==> config.mk <==
export PLATFORM = sky130hd
export DESIGN_NAME = mips_cpu_bus_lsu
export DESIGN_NICKNAME = d
export VERILOG_FILES = /design/src/rtl/mips_cpu_bus_lsu.sv
export SDC_FILE = /design/constraint.sdc
export NUM_CORES = 1
export LEC_CHECK = 0
export CORE_UTILIZATION = 30
export CTS_CLUSTER_DIAMETER = 80
export DETAILED_ROUTE_END_ITERATION = 8
export GPL_TIMING_DRIVEN = 0
export SETUP_SLACK_MARGIN = 0.05
export SYNTH_ARGS = -nofsm -noshare
export SYNTH_HDL_FRONTEND = slang
export SYNTH_SLANG_ARGS = --single-unit
==> constraint.sdc <==
create_clock -name clk -period 5 [get_ports clk]
set_input_delay 0.75 -clock clk [delete_from_list [all_inputs] [get_ports clk]]
set_output_delay 0.75 -clock clk [all_outputs]
set_load 0.01 [all_outputs]
==> src/rtl/mips_cpu_bus_lsu.sv <==
// rtl/mips_cpu_bus_lsu.sv - Avalon bus access unit for the multicycle MIPS core
// Serialises fetch/load/store requests onto one Avalon master with sub-word support.
module mips_cpu_bus_lsu #(
    parameter logic [31:0] HALT_ADDR      = 32'h0000_0000,
    parameter int unsigned TIMEOUT_CYCLES = 0
) (
    input  logic        clk,
    input  logic        rst,
    input  logic        req_valid,
    output logic        req_ready,
    input  logic [3:0]  req_op,
    input  logic [31:0] req_addr,
    input  logic [31:0] req_wdata,
    input  logic [31:0] req_rt_old,
    output logic        resp_valid,
    output logic [31:0] resp_data,
    output logic        resp_err,
    output logic        resp_halt,
    output logic [31:0] address,
    output logic        read,
    output logic        write,
    input  logic        waitrequest,
    output logic [31:0] writedata,
    output logic [3:0]  byteenable,
    input  logic [31:0] readdata
);
    typedef enum logic [1:0] {S_IDLE, S_BUS, S_RESP} state_t;

    localparam logic [3:0] OP_LW = 4'd0, OP_LB = 4'd1, OP_LBU = 4'd2, OP_LH = 4'd3;
    localparam logic [3:0] OP_LHU = 4'd4, OP_LWL = 4'd5, OP_LWR = 4'd6;
    localparam logic [3:0] OP_SW = 4'd8, OP_SB = 4'd9, OP_SH = 4'd10, OP_FETCH = 4'd15;
    localparam logic [31:0] TO_LAST = 32'(TIMEOUT_CYCLES) - 32'd1;

    state_t      state_q, state_d;
    logic [3:0]  op_q, op_d;
    logic [1:0]  k_q, k_d;
    logic [31:0] rt_old_q, rt_old_d;
    logic [31:0] address_q, address_d;
    logic        read_q, read_d, write_q, write_d;
    logic [31:0] writedata_q, writedata_d;
    logic [3:0]  byteenable_q, byteenable_d;
    logic        resp_valid_q, resp_valid_d, resp_err_q, resp_err_d, resp_halt_q, resp_halt_d;
    logic [31:0] resp_data_q, resp_data_d;
    logic [31:0] wait_cnt_q, wait_cnt_d;
    logic        accept, legal, misaligned, is_store;

    function automatic logic [31:0] load_result(input logic [3:0] op, input logic [1:0] k,
                                                input logic [31:0] m, input logic [31:0] rt);
        logic [7:0]  b;
        logic [15:0] h;
        logic [31:0] r;
        b = m[8*k +: 8];
        h = m[16*k[1] +: 16];
        case (op)
            OP_LB:   r = {{24{b[7]}}, b};
            OP_LBU:  r = {24'd0, b};
            OP_LH:   r = {{16{h[15]}}, h};
            OP_LHU:  r = {16'd0, h};
            // Shifts of 32 yield zero, so k=3 (LWL) and k=0 (LWR) fall out as plain m.
            OP_LWL:  r = (m << (8 * (3 - int'(k)))) | (rt & (32'hFFFF_FFFF >> (8 * (int'(k) + 1))));
            OP_LWR:  r = (m >> (8 * int'(k))) | (rt & ~(32'hFFFF_FFFF >> (8 * int'(k))));
            default: r = m;
        endcase
        return r;
    endfunction

    function automatic logic [3:0] lane_mask(input logic [3:0] op, input logic [1:0] k);
        case (op)
            OP_LB, OP_LBU, OP_SB: return 4'b0001 << k;
            OP_LH, OP_LHU, OP_SH: return k[1] ? 4'b1100 : 4'b0011;
            default:              return 4'b1111;
        endcase
    endfunction

    function automatic logic [31:0] store_data(input logic [3:0] op, input logic [31:0] w);
        case (op)
            OP_SB:   return {4{w[7:0]}};
            OP_SH:   return {2{w[15:0]}};
            default: return w;
        endcase
    endfunction

    assign req_ready = (state_q == S_IDLE) && !rst;
    assign accept    = req_valid && req_ready;
    assign is_store  = (req_op == OP_SW) || (req_op == OP_SB) || (req_op == OP_SH);

    always_comb begin
        legal      = 1'b1;
        misaligned = 1'b0;
        case (req_op)
            OP_LW, OP_SW, OP_FETCH:              misaligned = (req_addr[1:0] != 2'b00);
            OP_LH, OP_LHU, OP_SH:                misaligned = req_addr[0];
            OP_LB, OP_LBU, OP_LWL, OP_LWR, OP_SB: misaligned = 1'b0;
            default:                             legal = 1'b0;
        endcase
    end

    always_comb begin
        state_d      = state_q;
        op_d         = op_q;
        k_d          = k_q;
        rt_old_d     = rt_old_q;
        address_d    = address_q;
        read_d       = read_q;
        write_d      = write_q;
        writedata_d  = writedata_q;
        byteenable_d = byteenable_q;
        resp_valid_d = resp_valid_q;
        resp_err_d   = resp_err_q;
        resp_halt_d  = resp_halt_q;
        resp_data_d  = resp_data_q;
        wait_cnt_d   = wait_cnt_q;
        case (state_q)
            S_IDLE: if (accept) begin
                op_d     = req_op;
                k_d      = req_addr[1:0];
                rt_old_d = req_rt_old;
                if (!legal || misaligned || (req_op == OP_FETCH && req_addr == HALT_ADDR)) begin
                    state_d      = S_RESP;
                    resp_valid_d = 1'b1;
                    resp_err_d   = !legal || misaligned;
                    resp_halt_d  = legal && !misaligned;
                    resp_data_d  = 32'd0;
                end else begin
                    state_d      = S_BUS;
                    address_d    = {req_addr[31:2], 2'b00};
                    read_d       = !is_store;
                    write_d      = is_store;
                    byteenable_d = lane_mask(req_op, req_addr[1:0]);
                    writedata_d  = store_data(req_op, req_wdata);
                    wait_cnt_d   = 32'd0;
                end
            end
            S_BUS: begin
                if (!waitrequest) begin
                    state_d      = S_RESP;
                    read_d       = 1'b0;
                    write_d      = 1'b0;
                    resp_valid_d = 1'b1;
                    resp_data_d  = write_q ? 32'd0 : load_result(op_q, k_q, readdata, rt_old_q);
                end else if (TIMEOUT_CYCLES != 0 && wait_cnt_q == TO_LAST) begin
                    state_d      = S_RESP;
                    read_d       = 1'b0;
                    write_d      = 1'b0;
                    resp_valid_d = 1'b1;
                    resp_err_d   = 1'b1;
                    resp_data_d  = 32'd0;
                end else begin
                    wait_cnt_d = wait_cnt_q + 32'd1;
                end
            end
            default: begin
                state_d      = S_IDLE;
                resp_valid_d = 1'b0;
                resp_err_d   = 1'b0;
                resp_halt_d  = 1'b0;
            end
        endcase
    end

    always_ff @(posedge clk) begin
        if (rst) begin
            state_q      <= S_IDLE;
            op_q         <= 4'd0;
            k_q          <= 2'd0;
            rt_old_q     <= 32'd0;
            address_q    <= 32'd0;
            read_q       <= 1'b0;
            write_q      <= 1'b0;
            writedata_q  <= 32'd0;
            byteenable_q <= 4'd0;
            resp_valid_q <= 1'b0;
            resp_err_q   <= 1'b0;
            resp_halt_q  <= 1'b0;
            resp_data_q  <= 32'd0;
            wait_cnt_q   <= 32'd0;
        end else begin
            state_q      <= state_d;
            op_q         <= op_d;
            k_q          <= k_d;
            rt_old_q     <= rt_old_d;
            address_q    <= address_d;
            read_q       <= read_d;
            write_q      <= write_d;
            writedata_q  <= writedata_d;
            byteenable_q <= byteenable_d;
            resp_valid_q <= resp_valid_d;
            resp_err_q   <= resp_err_d;
            resp_halt_q  <= resp_halt_d;
            resp_data_q  <= resp_data_d;
            wait_cnt_q   <= wait_cnt_d;
        end
    end

    assign address    = address_q;
    assign read       = read_q;
    assign write      = write_q;
    assign writedata  = writedata_q;
    assign byteenable = byteenable_q;
    assign resp_valid = resp_valid_q;
    assign resp_err   = resp_err_q;
    assign resp_halt  = resp_halt_q;
    assign resp_data  = resp_data_q;
endmodule

==> metrics.log, run 1 <==
[metrics] result of the run: finished clean
[metrics] worst path cell trace: clkdlybuf4s50_1, mux4_2, o21ai_1, nand2_1, a2111oi_0, o22ai_1
[metrics] count of routing violations after the opening detailed-route iteration: 576
[metrics] global-route wire length before repair: 44.43 mm
[metrics] Total Routed Length: 29.07 mm
[metrics] path class of the lowest-slack min-delay path: reg2reg
[metrics] Remaining Overflow, GRT: 0
[metrics] proportion of synthesized chip area in sequential cells: 37.52%
[metrics] data required time at the worst endpoint: 5.28 ns
[metrics] H-tree level count: 4
[metrics] Final Max Slew Viols: 0
[metrics] slowest library cell on the worst path: sky130_fd_sc_hd__a2111oi_0
[metrics] cell area after synthesis: 7630 um^2
[metrics] time the final worst path needs with I/O delays and setup: 2.929 ns
[metrics] row cnt: 57
[metrics] category of the critical setup timing path: in2reg
[metrics] CTS tree: built
[metrics] max-slew headroom at the worst pin: 31.03%
[metrics] mean area per synthesized cell: 8.710 um^2
[metrics] maxcap violations: 0
[metrics] Residual DRC: 0
[metrics] number of setup violations in the final report: 0
[metrics] arrival time at the worst endpoint: 3.21 ns
[metrics] clock power share: 38.7%
[metrics] Final Cycle Share: 58.59%
[metrics] area grow syn2layout: 44.31%
[metrics] power dissipated by switching net loads: 1.005 mW
[metrics] overall routing resource usage: 22.36%
[metrics] number of clock sinks seen by CTS: 143
[metrics] global placer's final weighted congestion: 0.9457
[metrics] top flip-flop cell by instance count after synthesis: sky130_fd_sc_hd__dfxtp_1
[metrics] Post-synth ARST share: 0%
[metrics] number of synthesized flops with an enable pin: 0
[metrics] Synth Register Bits: 143
[metrics] Core Area: 24,600 um^2
[metrics] share of the core filled with cells: 44.75%
[metrics] count of final hold-check violations: 0
[metrics] category of the worst setup path capture point: flip-flop
[metrics] Placed Instances: 1,440
[metrics] sort of element at the start of the critical path: input port
[metrics] Total Nets Final: 1,271
[metrics] area occupied by multi-input gates: 4244 um^2
[metrics] hold buffers post-CTS: 0
[metrics] I/O Buffers: 239
[metrics] vias in the first global route: 7,476
[metrics] FF/Latch Area: 2863 um^2
[metrics] Synth cell types: 68
[metrics] x dimension of the die: 161.5 um
[metrics] Clk Latency, worst-skew pair: 0.43 ns
[metrics] post-synth top area share: 37.52%
[metrics] sum of negative setup slack: 0 ns
[metrics] detail-routed net length per standard cell: 19.74 um
[metrics] number of nets still failing antenna checks after routing: 0
[metrics] Detailed Place HPWL: 22.14 mm
[metrics] number of warnings printed during yosys synthesis: 0
[metrics] initial antenna violation count: 1
[metrics] filler cell count: 2,489
[metrics] post-CTS clock slew at the launch and capture registers of the worst setup and hold paths: 0.07 ns
[metrics] unrepaired setup endpoints after global routing: no
[metrics] effective utilization at floorplan: 31.01%
[metrics] combinational share of power: 22.8%
[metrics] worst voltage drop across the vdd grid: 0.1965 mV
[metrics] share of total power in sequential cells: 38.6%
[metrics] via count: 7,618
[metrics] dominant cells by area after synthesis: sky130_fd_sc_hd__dfxtp_1, sky130_fd_sc_hd__mux2i_1, sky130_fd_sc_hd__mux2_2, sky130_fd_sc_hd__nand2_1, sky130_fd_sc_hd__nor2b_1
[metrics] top achievable clock speed: 0.3414 GHz
[metrics] cts bufs inserted: 17
[metrics] ports placed on the boundary: 242
[metrics] switching power share of the total: 30.60%
[metrics] post-route cell area: 11,010 um^2
[metrics] Synth top cells by count: sky130_fd_sc_hd__dfxtp_1, sky130_fd_sc_hd__nand2_1, sky130_fd_sc_hd__mux2i_1
[metrics] layer carrying the most global-route usage: met2
[metrics] met2 Resource Use GR: 36.05%
[metrics] root buf cell: sky130_fd_sc_hd__clkbuf_16
[metrics] internal power: 2.280 mW
[metrics] cell count after synthesis: 876
[metrics] stage delay of the slowest cell on the critical path: 0.72 ns
[metrics] met3 Resource Use GR: 6.831%
[metrics] Global Route met1 Usage: 28.50%
[metrics] ratio of cells with drive above 1 in the final layout: 11.76%
[metrics] Resized Gates After CTS: 0
[metrics] PwrDens: 298.4 nW/um^2
[metrics] cell type with the highest aggregate area in the netlist: sky130_fd_sc_hd__dfxtp_1
[metrics] Lkg Pwr: 4.244 nW
[metrics] buffers inserted by post-CTS timing repair: 0
[metrics] Power Total: 3.286 mW
[metrics] routed via count divided by cell count: 5.172
[metrics] placed instance area: 10,430 um^2
[metrics] maximum buffer depth of the clock tree: 2
[metrics] largest net degree at the start of global routing: 17
[metrics] Vert. Die Dim: 161.5 um
[metrics] post-route clock skew: 0.01200 ns
[metrics] first drt pass iteration count: 5
[metrics] actual slew at the worst max-slew pin: 1.025 ns
[metrics] count of placed standard cells in the final layout, fillers left out: 1,473
[metrics] largest fanout on the critical path: 8
[metrics] most repeated cell in the gate-level netlist after synthesis: sky130_fd_sc_hd__dfxtp_1
[metrics] Die Footprint: 26,070 um^2
[flip-flops by register name, indices dropped and copies added, names as in the netlist]
signal / flops
address: 30
byteenable: 4
k_q: 2
op_q: 4
read: 1
resp_data: 32
resp_err: 1
resp_halt: 1
resp_valid: 1
rt_old_q: 32
state_q: 2
write: 1
writedata: 32
[power by group through the flow]
stage,combinational (mW),clock (mW),sequential [mW]
after floorplan,0.358,0,1.30
after global placement,0.738,0,1.29
after detailed placement,0.738,0,1.29
after CTS,0.742,1.29,1.27
after global routing,0.802,1.34,1.27
final,0.748,1.27,1.27
[cell families (layout without fill, tap and decap cells)]
logic type	count (synthesis)	after routing	synth area share (%)
other cells	1	3	0.04915
buf+inv	110	381	6.904
flops	143	143	37.52
compound gates	208	208	18.25
mux	144	144	20.02
simple gates	270	270	17.25
[cell type report]
cell class                 count  share of cell area, %
tap                          324                  3.682
antenna                        1                0.02273
buffer                        75                  3.591
clock inverter                15                  1.375
inverter                      35                  1.193
clock buffer                  17                  3.864
multi-input combinational    624                  38.55
sequential                   143                  26.00
timing repair buffer         239                  21.73
[critical path: cells and delay by family]
kind / cells / cell delay [ns]
AO/OA/AOI/OAI: 3 / 1.09
buffers and inverters: 1 / 0.55
multiplexers: 1 / 0.54
AND/OR/NAND/NOR: 1 / 0.28
[per-stage QoR]
stage | hold WS [ns] | worst slack, ns
after floorplan | 0.4315 | 2.579
after global placement | 0.4445 | 1.681
after detailed placement | 0.4519 | 1.735
after CTS | 0.4617 | 2.110
after global routing | 0.4770 | 1.994
final | 0.4599 | 2.071
[metal layers]
| layer | part of all wire, % | vias to the layer above |
|---|---|---|
| met4 | 2.1 | 0 |
| met3 | 9.4 | 36 |
| met1 | 42 | 3558 |
| li1 | - | 3672 |
| met5 | 0 | - |
| met2 | 46 | 352 |
[placed cells by master, fill, tap and decap left out, drive strengths merged, types with 3 or more instances in the layout]
cell / count
clkbuf: 55
clkinv: 6
nor2: 32
a2111oi: 7
mux2: 56
nand2b: 9
nor4: 9
mux2i: 87
dfxtp: 143
inv: 42
a22oi: 9
o21bai: 3
o221ai: 9
o21ai: 56
buf: 37
clkdlybuf4s50: 239
a21oi: 32
nand2: 126
nand3: 27
a221oi: 15
o211ai: 3
nor2b: 44
nand3b: 3
o22ai: 31
nand4: 3
a31oi: 6
a211oi: 16
o2bb2ai: 6
[path summary, 6_finish.rpt]
path,startpoint,slack [ns],to,cells after the start
max,readdata[23],2.07,resp_data[13],6
min,rt_old_q[5],0.46,rt_old_q[5],2
max reg2reg,state_q[0],2.27,resp_data[7],7
min reg2reg,rt_old_q[5],0.46,rt_old_q[5],2
No activity file was read; power rests on OpenSTA's default activity.
==> inputs of run 2 (changes only) <==
- clock period: 5 -> 2.7 ns (I/O delays scaled with it)
==> run 2 against run 1 <==
- final cell count is essentially flat
- final area is essentially flat
- worst setup slack lost 1.9 ns
- power grew 85%
- register-to-register slack lost 2.1 ns
==> metrics.log, run 2 (synthesized netlist as in run 1, its figures left out) <==
[metrics] result of the run: finished clean
[metrics] path class of the lowest-slack min-delay path: reg2reg
[metrics] initial antenna violation count: 1 (unchanged)
[metrics] Clk Latency, worst-skew pair: 0.43 ns (about the same)
[metrics] most common cell after layout, fill and taps aside: sky130_fd_sc_hd__clkdlybuf4s50_1
[metrics] PwrDens: 552.4 nW/um^2 (+85%)
[metrics] largest net degree at the start of global routing: 17 (unchanged)
[metrics] Remaining Overflow, GRT: 0 (unchanged)
[metrics] Detailed Place HPWL: 22.14 mm (unchanged)
[metrics] actual slew at the worst max-slew pin: 0.8486 ns (-0.1764 ns)
[metrics] cts bufs inserted: 17 (unchanged)
[metrics] placed instance area: 10,430 um^2 (unchanged)
[metrics] count of placed standard cells in the final layout, fillers left out: 1,472 (-0.068%)
[metrics] post-route clock skew: 0.01106 ns (-0.0009326 ns)
[metrics] number of setup violations in the final report: 0 (unchanged)
[metrics] most frequent cells in the layout: sky130_fd_sc_hd__clkdlybuf4s50_1, sky130_fd_sc_hd__dfxtp_1, sky130_fd_sc_hd__nand2_1
[metrics] ratio of cells with drive above 1 in the final layout: 12.12% (+0.36 points)
[metrics] sum of negative setup slack: 0 ns (unchanged)
[metrics] sort of element at the start of the critical path: input port
[metrics] detail-routed net length per standard cell: 19.69 um (-0.21%)
[metrics] row cnt: 57 (unchanged)
[metrics] worst setup slack before clock tree synthesis: -0.2196 ns (-1.955 ns)
[metrics] Placed Instances: 1,440 (unchanged)
[metrics] max-slew headroom at the worst pin: 43.31% (+12 points)
[metrics] worst setup margin: 0.1580 ns (-1.913 ns)
[metrics] CTS tree: built
[metrics] unrepaired setup endpoints after global routing: no
[metrics] time the final worst path needs with I/O delays and setup: 2.542 ns
[metrics] worst path cell trace: clkdlybuf4s50_1, mux4_2, o21ai_1, nand2_1, a2111oi_0, o22ai_1
[metrics] worst voltage drop across the vdd grid: 0.3630 mV (+85%)
[metrics] vias in the first global route: 7,488 (+0.16%)
[metrics] post-route cell area: 11,020 um^2 (about the same)
[metrics] category of the worst setup path capture point: flip-flop
[metrics] Residual DRC: 0 (unchanged)
[metrics] via count: 7,642 (+0.32%)
[metrics] number of nets still failing antenna checks after routing: 0 (unchanged)
[metrics] count of routing violations after the opening detailed-route iteration: 586 (+1.7%)
[metrics] Power Total: 6.087 mW (+85%)
[metrics] top achievable clock speed: 0.3934 GHz
[metrics] count of final hold-check violations: 0 (unchanged)
[metrics] Vert. Die Dim: 161.5 um (unchanged)
[metrics] overall routing resource usage: 22.35% (about the same)
[metrics] Core Area: 24,600 um^2 (unchanged)
[metrics] area grow syn2layout: 44.42% (about the same)
[metrics] effective utilization at floorplan: 31.01% (unchanged)
[metrics] Total Nets Final: 1,270 (-0.079%)
[metrics] ports placed on the boundary: 242 (unchanged)
[metrics] Lkg Pwr: 4.251 nW (+0.17%)
[metrics] arrival time at the worst endpoint: 2.81 ns (-0.40 ns)
[metrics] post-CTS clock slew at the launch and capture registers of the worst setup and hold paths: 0.06 ns (about the same)
[metrics] maximum buffer depth of the clock tree: 2 (unchanged)
[metrics] Final Max Slew Viols: 0 (unchanged)
[metrics] Die Footprint: 26,070 um^2 (unchanged)
[metrics] buffer and inverter count on the worst path: 1 (unchanged)
[metrics] number of clock sinks seen by CTS: 143 (unchanged)
[metrics] root buf cell: sky130_fd_sc_hd__clkbuf_16
[metrics] I/O Buffers: 239 (unchanged)
[metrics] H-tree level count: 4 (unchanged)
[metrics] FF/Latch Area: 2863 um^2 (unchanged)
[metrics] largest fanout on the critical path: 8 (unchanged)
[metrics] buffers inserted by post-CTS timing repair: 0 (unchanged)
[metrics] area occupied by multi-input gates: 4253 um^2 (+0.21%)
[metrics] filler cell count: 2,489 (unchanged)
[metrics] category of the critical setup timing path: in2reg
[metrics] global placer's final weighted congestion: 0.9457 (unchanged)
[metrics] maxcap violations: 0 (unchanged)
[metrics] global-route wire length before repair: 44.51 mm (+0.18%)
[metrics] Final Cycle Share: 94.15%
[metrics] gate family responsible for the most delay along the worst path: compound AO/OA/AOI/OAI gates
[metrics] x dimension of the die: 161.5 um (unchanged)
[metrics] slowest library cell on the worst path: sky130_fd_sc_hd__a2111oi_0
[metrics] data required time at the worst endpoint: 2.97 ns (-2.31 ns)
[metrics] routed via count divided by cell count: 5.192 (+0.38%)
[metrics] stage delay of the slowest cell on the critical path: 0.66 ns (-0.06 ns)
[metrics] Total Routed Length: 28.99 mm (-0.28%)
[metrics] first drt pass iteration count: 6 (+1)
==> run 2: metrics by stage <==
| stage | utilization [%] | hold slack, ns |
|---|---|---|
| floorplan | - | 0.4315 |
| global placement | 42.40 | 0.4445 |
| detailed placement | 42.40 | 0.4519 |
| CTS | 44.74 | 0.4617 |
| global route | 44.79 | 0.4770 |
| finish | 44.79 | 0.4598 |
==> run 2: final timing paths <==
| check | endpoint | startpoint | cells after the start | slack [ns] |
|---|---|---|---|---|
| max reg2reg | resp_data[15] | k_q[1] | 7 | 0.16 |
| max | resp_data[15] | readdata[23] | 6 | 0.16 |
| min reg2reg | rt_old_q[5] | rt_old_q[5] | 2 | 0.46 |
| min | rt_old_q[5] | rt_old_q[5] | 2 | 0.46 |
==> run 2: layout make-up <==
cell class	count	share of cell area (%)
Clock inverter	15	1.374
Buffer	74	3.588
Multi-Input combinational cell	624	38.59
Sequential cell	143	25.98
Tap cell	324	3.679
Timing Repair Buffer	239	21.71
Inverter	35	1.192
Clock buffer	17	3.861
Antenna cell	1	0.02271
==> run 2: metal layers <==
metal	wire (um)	vias up	part of all wire (%)	global-route usage, %
met2	13290	348	46	36.07
li1	-	3666	-	-
met4	628	0	2.2	6.732
met3	2541	38	8.8	6.651
met5	0	-	0	0
met1	12530	3590	43	28.58
==> run 2: worst register-to-register path, stage by stage (launching register included) <==
cell	delay, ns
sky130_fd_sc_hd__dfxtp_1	0.33
sky130_fd_sc_hd__buf_6	0.15
sky130_fd_sc_hd__buf_2	0.26
sky130_fd_sc_hd__buf_2	0.36
sky130_fd_sc_hd__buf_2	0.33
sky130_fd_sc_hd__a211oi_1	0.11
sky130_fd_sc_hd__a2111oi_0	0.67
sky130_fd_sc_hd__o22ai_1	0.17
==> run 2: power by group <==
group	internal, mW	switching (mW)	leakage, nW	total [mW]
Sequential	2.25	0.0964	1.17	2.35
Combinational	0.673	0.716	2.80	1.39
Clock	1.30	1.05	0.284	2.35
Total	4.22	1.86	4.25	6.09
==> run 2: timing repair <==
item                       in CTS  in global routing
hold buffers                    0                  0
gates resized for setup         0                  9
setup endpoints to repair       0                 11
==> inputs of run 3 (changes only) <==
- CORE_ASPECT_RATIO: unset -> 0.5
- CORE_UTILIZATION: 30 -> 47
- MAX_ROUTING_LAYER: unset -> met4
- PLACE_DENSITY: unset -> 0.81
==> run 3 against run 2 <==
- core utilization is 25 points higher
- final area is 0.72% lower
- final cell count is 8.2% lower
- count of clock-buffer cells in the layout stayed put
- die area is 36% lower
- via count is 3.0% higher
- hold slack worse by 0.0021 ns
- sequential cell count stayed put
- power is 1.3% higher
- largest cell class unchanged
- largest power group is now the clock network
==> metrics.log, run 3 (synthesized netlist as in run 1, its figures left out) <==
[metrics] maximum buffer depth of the clock tree: 2 (unchanged)
[metrics] Total Nets Final: 1,270 (unchanged)
[metrics] I/O Buffers: 239 (unchanged)
[metrics] time the final worst path needs with I/O delays and setup: 2.597 ns (+0.05490 ns)
[metrics] hold buffers post-CTS: 0 (unchanged)
[metrics] layer carrying the most global-route usage: met2
[metrics] H-tree level count: 4 (unchanged)
[metrics] filler cell count: 1,223 (-51%)
[metrics] detail-routed net length per standard cell: 20.73 um (+5.3%)
[metrics] Die Footprint: 16,780 um^2 (-36%)
[metrics] category of the worst setup path capture point: flip-flop
[metrics] worst path cell trace: clkdlybuf4s50_1, mux4_2, o21ai_1, nand3b_1, buf_2, a221oi_1, o22ai_1
[metrics] count of routing violations after the opening detailed-route iteration: 756 (+29%)
[metrics] Clk Latency, worst-skew pair: 0.42 ns (about the same)
[metrics] count of placed standard cells in the final layout, fillers left out: 1,351 (-8.2%)
[metrics] internal power: 4.251 mW (+0.65%)
[metrics] Ant. Diodes: 0 (-1)
[metrics] met2 Resource Use GR: 54.66% (+19 points)
[metrics] count of final hold-check violations: 0 (unchanged)
[metrics] Lkg Pwr: 4.288 nW (+0.88%)
[metrics] maxcap violations: 0 (unchanged)
[metrics] x dimension of the die: 182.2 um (+13%)
[metrics] cts bufs inserted: 17 (unchanged)
[metrics] number of clock sinks seen by CTS: 143 (unchanged)
[metrics] slowest library cell on the worst path: sky130_fd_sc_hd__mux4_2
[metrics] switching power share of the total: 31.07% (+0.46 points)
[metrics] area occupied by multi-input gates: 4310 um^2 (+1.4%)
[metrics] PwrDens: 563.7 nW/um^2 (+2.1%)
[metrics] Total Routed Length: 28.01 mm (-3.4%)
[metrics] minimum setup slack among reg-to-reg paths: 0.15 ns (about the same)
[metrics] Detailed Place HPWL: 20.82 mm (-6.0%)
[metrics] sort of element at the start of the critical path: input port
[metrics] largest fanout on the critical path: 10 (+2)
[metrics] post-route clock skew: 0.01153 ns (+0.0004683 ns)
[metrics] row cnt: 32 (-44%)
[metrics] number of nets still failing antenna checks after routing: 0 (unchanged)
[metrics] Vert. Die Dim: 92.10 um (-43%)
[metrics] Core Area: 15,620 um^2 (-37%)
[metrics] actual slew at the worst max-slew pin: 0.9602 ns (+0.1116 ns)
[metrics] clock power share: 39.3% (+0.7 points)
[metrics] Placed Instances: 1,320 (-8.3%)
[metrics] root buf cell: sky130_fd_sc_hd__clkbuf_16
[metrics] Final Cycle Share: 96.18% (+2.0 points)
[metrics] number of setup violations in the final report: 0 (unchanged)
[metrics] Remaining Overflow, GRT: 0 (unchanged)
[metrics] ratio of cells with drive above 1 in the final layout: 12.47% (+0.35 points)
[metrics] category of the critical setup timing path: in2reg
[metrics] routed via count divided by cell count: 5.824 (+12%)
[metrics] max-slew headroom at the worst pin: 35.85% (-7.5 points)
[metrics] largest net degree at the start of global routing: 17 (unchanged)
[metrics] area grow syn2layout: 43.39%
[metrics] global placer's final weighted congestion: 1.006 (+6.4%)
[metrics] combinational share of power: 22.7% (about the same)
[metrics] ports placed on the boundary: 242 (unchanged)
[metrics] most common cell after layout, fill and taps aside: sky130_fd_sc_hd__clkdlybuf4s50_1
[metrics] path class of the lowest-slack min-delay path: in2reg
[metrics] initial antenna violation count: 0 (-1)
[metrics] global-route wire length before repair: 43.53 mm (-2.2%)
[metrics] Global Route met1 Usage: 44.13% (+16 points)
[metrics] unrepaired setup endpoints after global routing: yes
[metrics] worst voltage drop across the vdd grid: 0.5462 mV (+50%)
[metrics] buffer and inverter count on the worst path: 2 (+1)
[metrics] met3 Resource Use GR: 7.268% (+0.62 points)
[metrics] stage delay of the slowest cell on the critical path: 0.59 ns (-0.07 ns)
[metrics] post-CTS clock slew at the launch and capture registers of the worst setup and hold paths: 0.07 ns (about the same)
[metrics] CTS tree: built
[metrics] vias in the first global route: 7,784 (+4.0%)
[metrics] arrival time at the worst endpoint: 2.89 ns (+0.08 ns)
[metrics] effective utilization at floorplan: 48.86% (+18 points)
[metrics] via count: 7,868 (+3.0%)
[metrics] data required time at the worst endpoint: 2.99 ns (+0.02 ns)
[metrics] first drt pass iteration count: 5 (-1)
[metrics] overall routing resource usage: 34.43% (+12 points)
[metrics] share of total power in sequential cells: 38.0% (-0.6 points)
[metrics] FF/Latch Area: 2863 um^2 (unchanged)
[metrics] Residual DRC: 0 (unchanged)
[metrics] gate family responsible for the most delay along the worst path: buffers and inverters
[metrics] power dissipated by switching net loads: 1.916 mW (+2.8%)
[metrics] Final Max Slew Viols: 0 (unchanged)
[metrics] result of the run: finished clean
[metrics] Power Total: 6.168 mW (+1.3%)
[metrics] most frequent cells in the layout: sky130_fd_sc_hd__clkdlybuf4s50_1, sky130_fd_sc_hd__dfxtp_1, sky130_fd_sc_hd__nand2_1
[metrics] top achievable clock speed: 0.3851 GHz (-2.1%)
[run 3: cell types whose count changed in the layout (fill, tap and decap cells not counted), sizes merged]
cell,delta
clkdlybuf4s50,-2
clkinv,-5
diode,-1
dlymetal6s2s,+2
inv,+5
[run 3: final timing paths]
check | start | end | cells after the start
setup / recovery | readdata[31] | resp_data[18] | 7
hold / removal | req_addr[0] | k_q[0] | 3
setup reg to reg | k_q[1] | resp_data[13] | 7
hold reg to reg | rt_old_q[4] | rt_old_q[4] | 2
[run 3: metal layers]
layer,routed length (um),part of all wire (%),vias up
li1,-,-,3663
met1,12200,44,3789
met4,630,2.2,0
met5,0,0,-
met2,12880,46,367
met3,2297,8.2,49
[run 3: repair_timing]
item	CTS	global route
endpoints found under the setup margin	28	48
buffers inserted	0	0
resized for setup	5	15
pin swaps	0	0
gates cloned	0	0
[run 3: cell type report]
| class | instances | share of cell area (%) |
|---|---|---|
| inverter | 35 | 1.201 |
| clock inverter | 15 | 1.487 |
| timing repair buffer | 239 | 21.91 |
| buffer | 74 | 3.614 |
| sequential | 143 | 26.17 |
| multi-input combinational | 624 | 39.40 |
| clock buffer | 17 | 3.888 |
| tap | 204 | 2.333 |
[run 3: worst reg2reg max path, stage by stage, from the launching register on]
cell                        delay, ns
sky130_fd_sc_hd__dfxtp_1         0.33
sky130_fd_sc_hd__buf_6           0.16
sky130_fd_sc_hd__buf_2           0.27
sky130_fd_sc_hd__buf_2           0.36
sky130_fd_sc_hd__buf_2           0.32
sky130_fd_sc_hd__a211oi_1        0.13
sky130_fd_sc_hd__a2111oi_1       0.66
sky130_fd_sc_hd__o22ai_1         0.18
[run 3: power by group through the flow]
stage | Combinational [mW] | Clock, mW | Sequential [mW]
after floorplan | 0.663 | 0 | 2.40
after global placement | 1.34 | 0 | 2.38
after detailed placement | 1.36 | 0 | 2.39
after CTS | 1.37 | 2.43 | 2.34
after global routing | 1.48 | 2.54 | 2.36
final | 1.40 | 2.42 | 2.34
[run 3: metrics by stage]
step	TNS (ns)	setup slack (ns)	instance area, um^2	hold slack (ns)	util, %
after floorplan	0	0.6242	7634	0.4315	-
after global placement	-18.44	-0.5232	10280	0.4439	65.84
after detailed placement	-22.13	-0.5820	10280	0.4495	65.84
after CTS	0	0.07750	10900	0.4583	69.80
after global routing	0	0.02588	10940	0.4760	70.06
final	0	0.1031	10940	0.4576	70.06
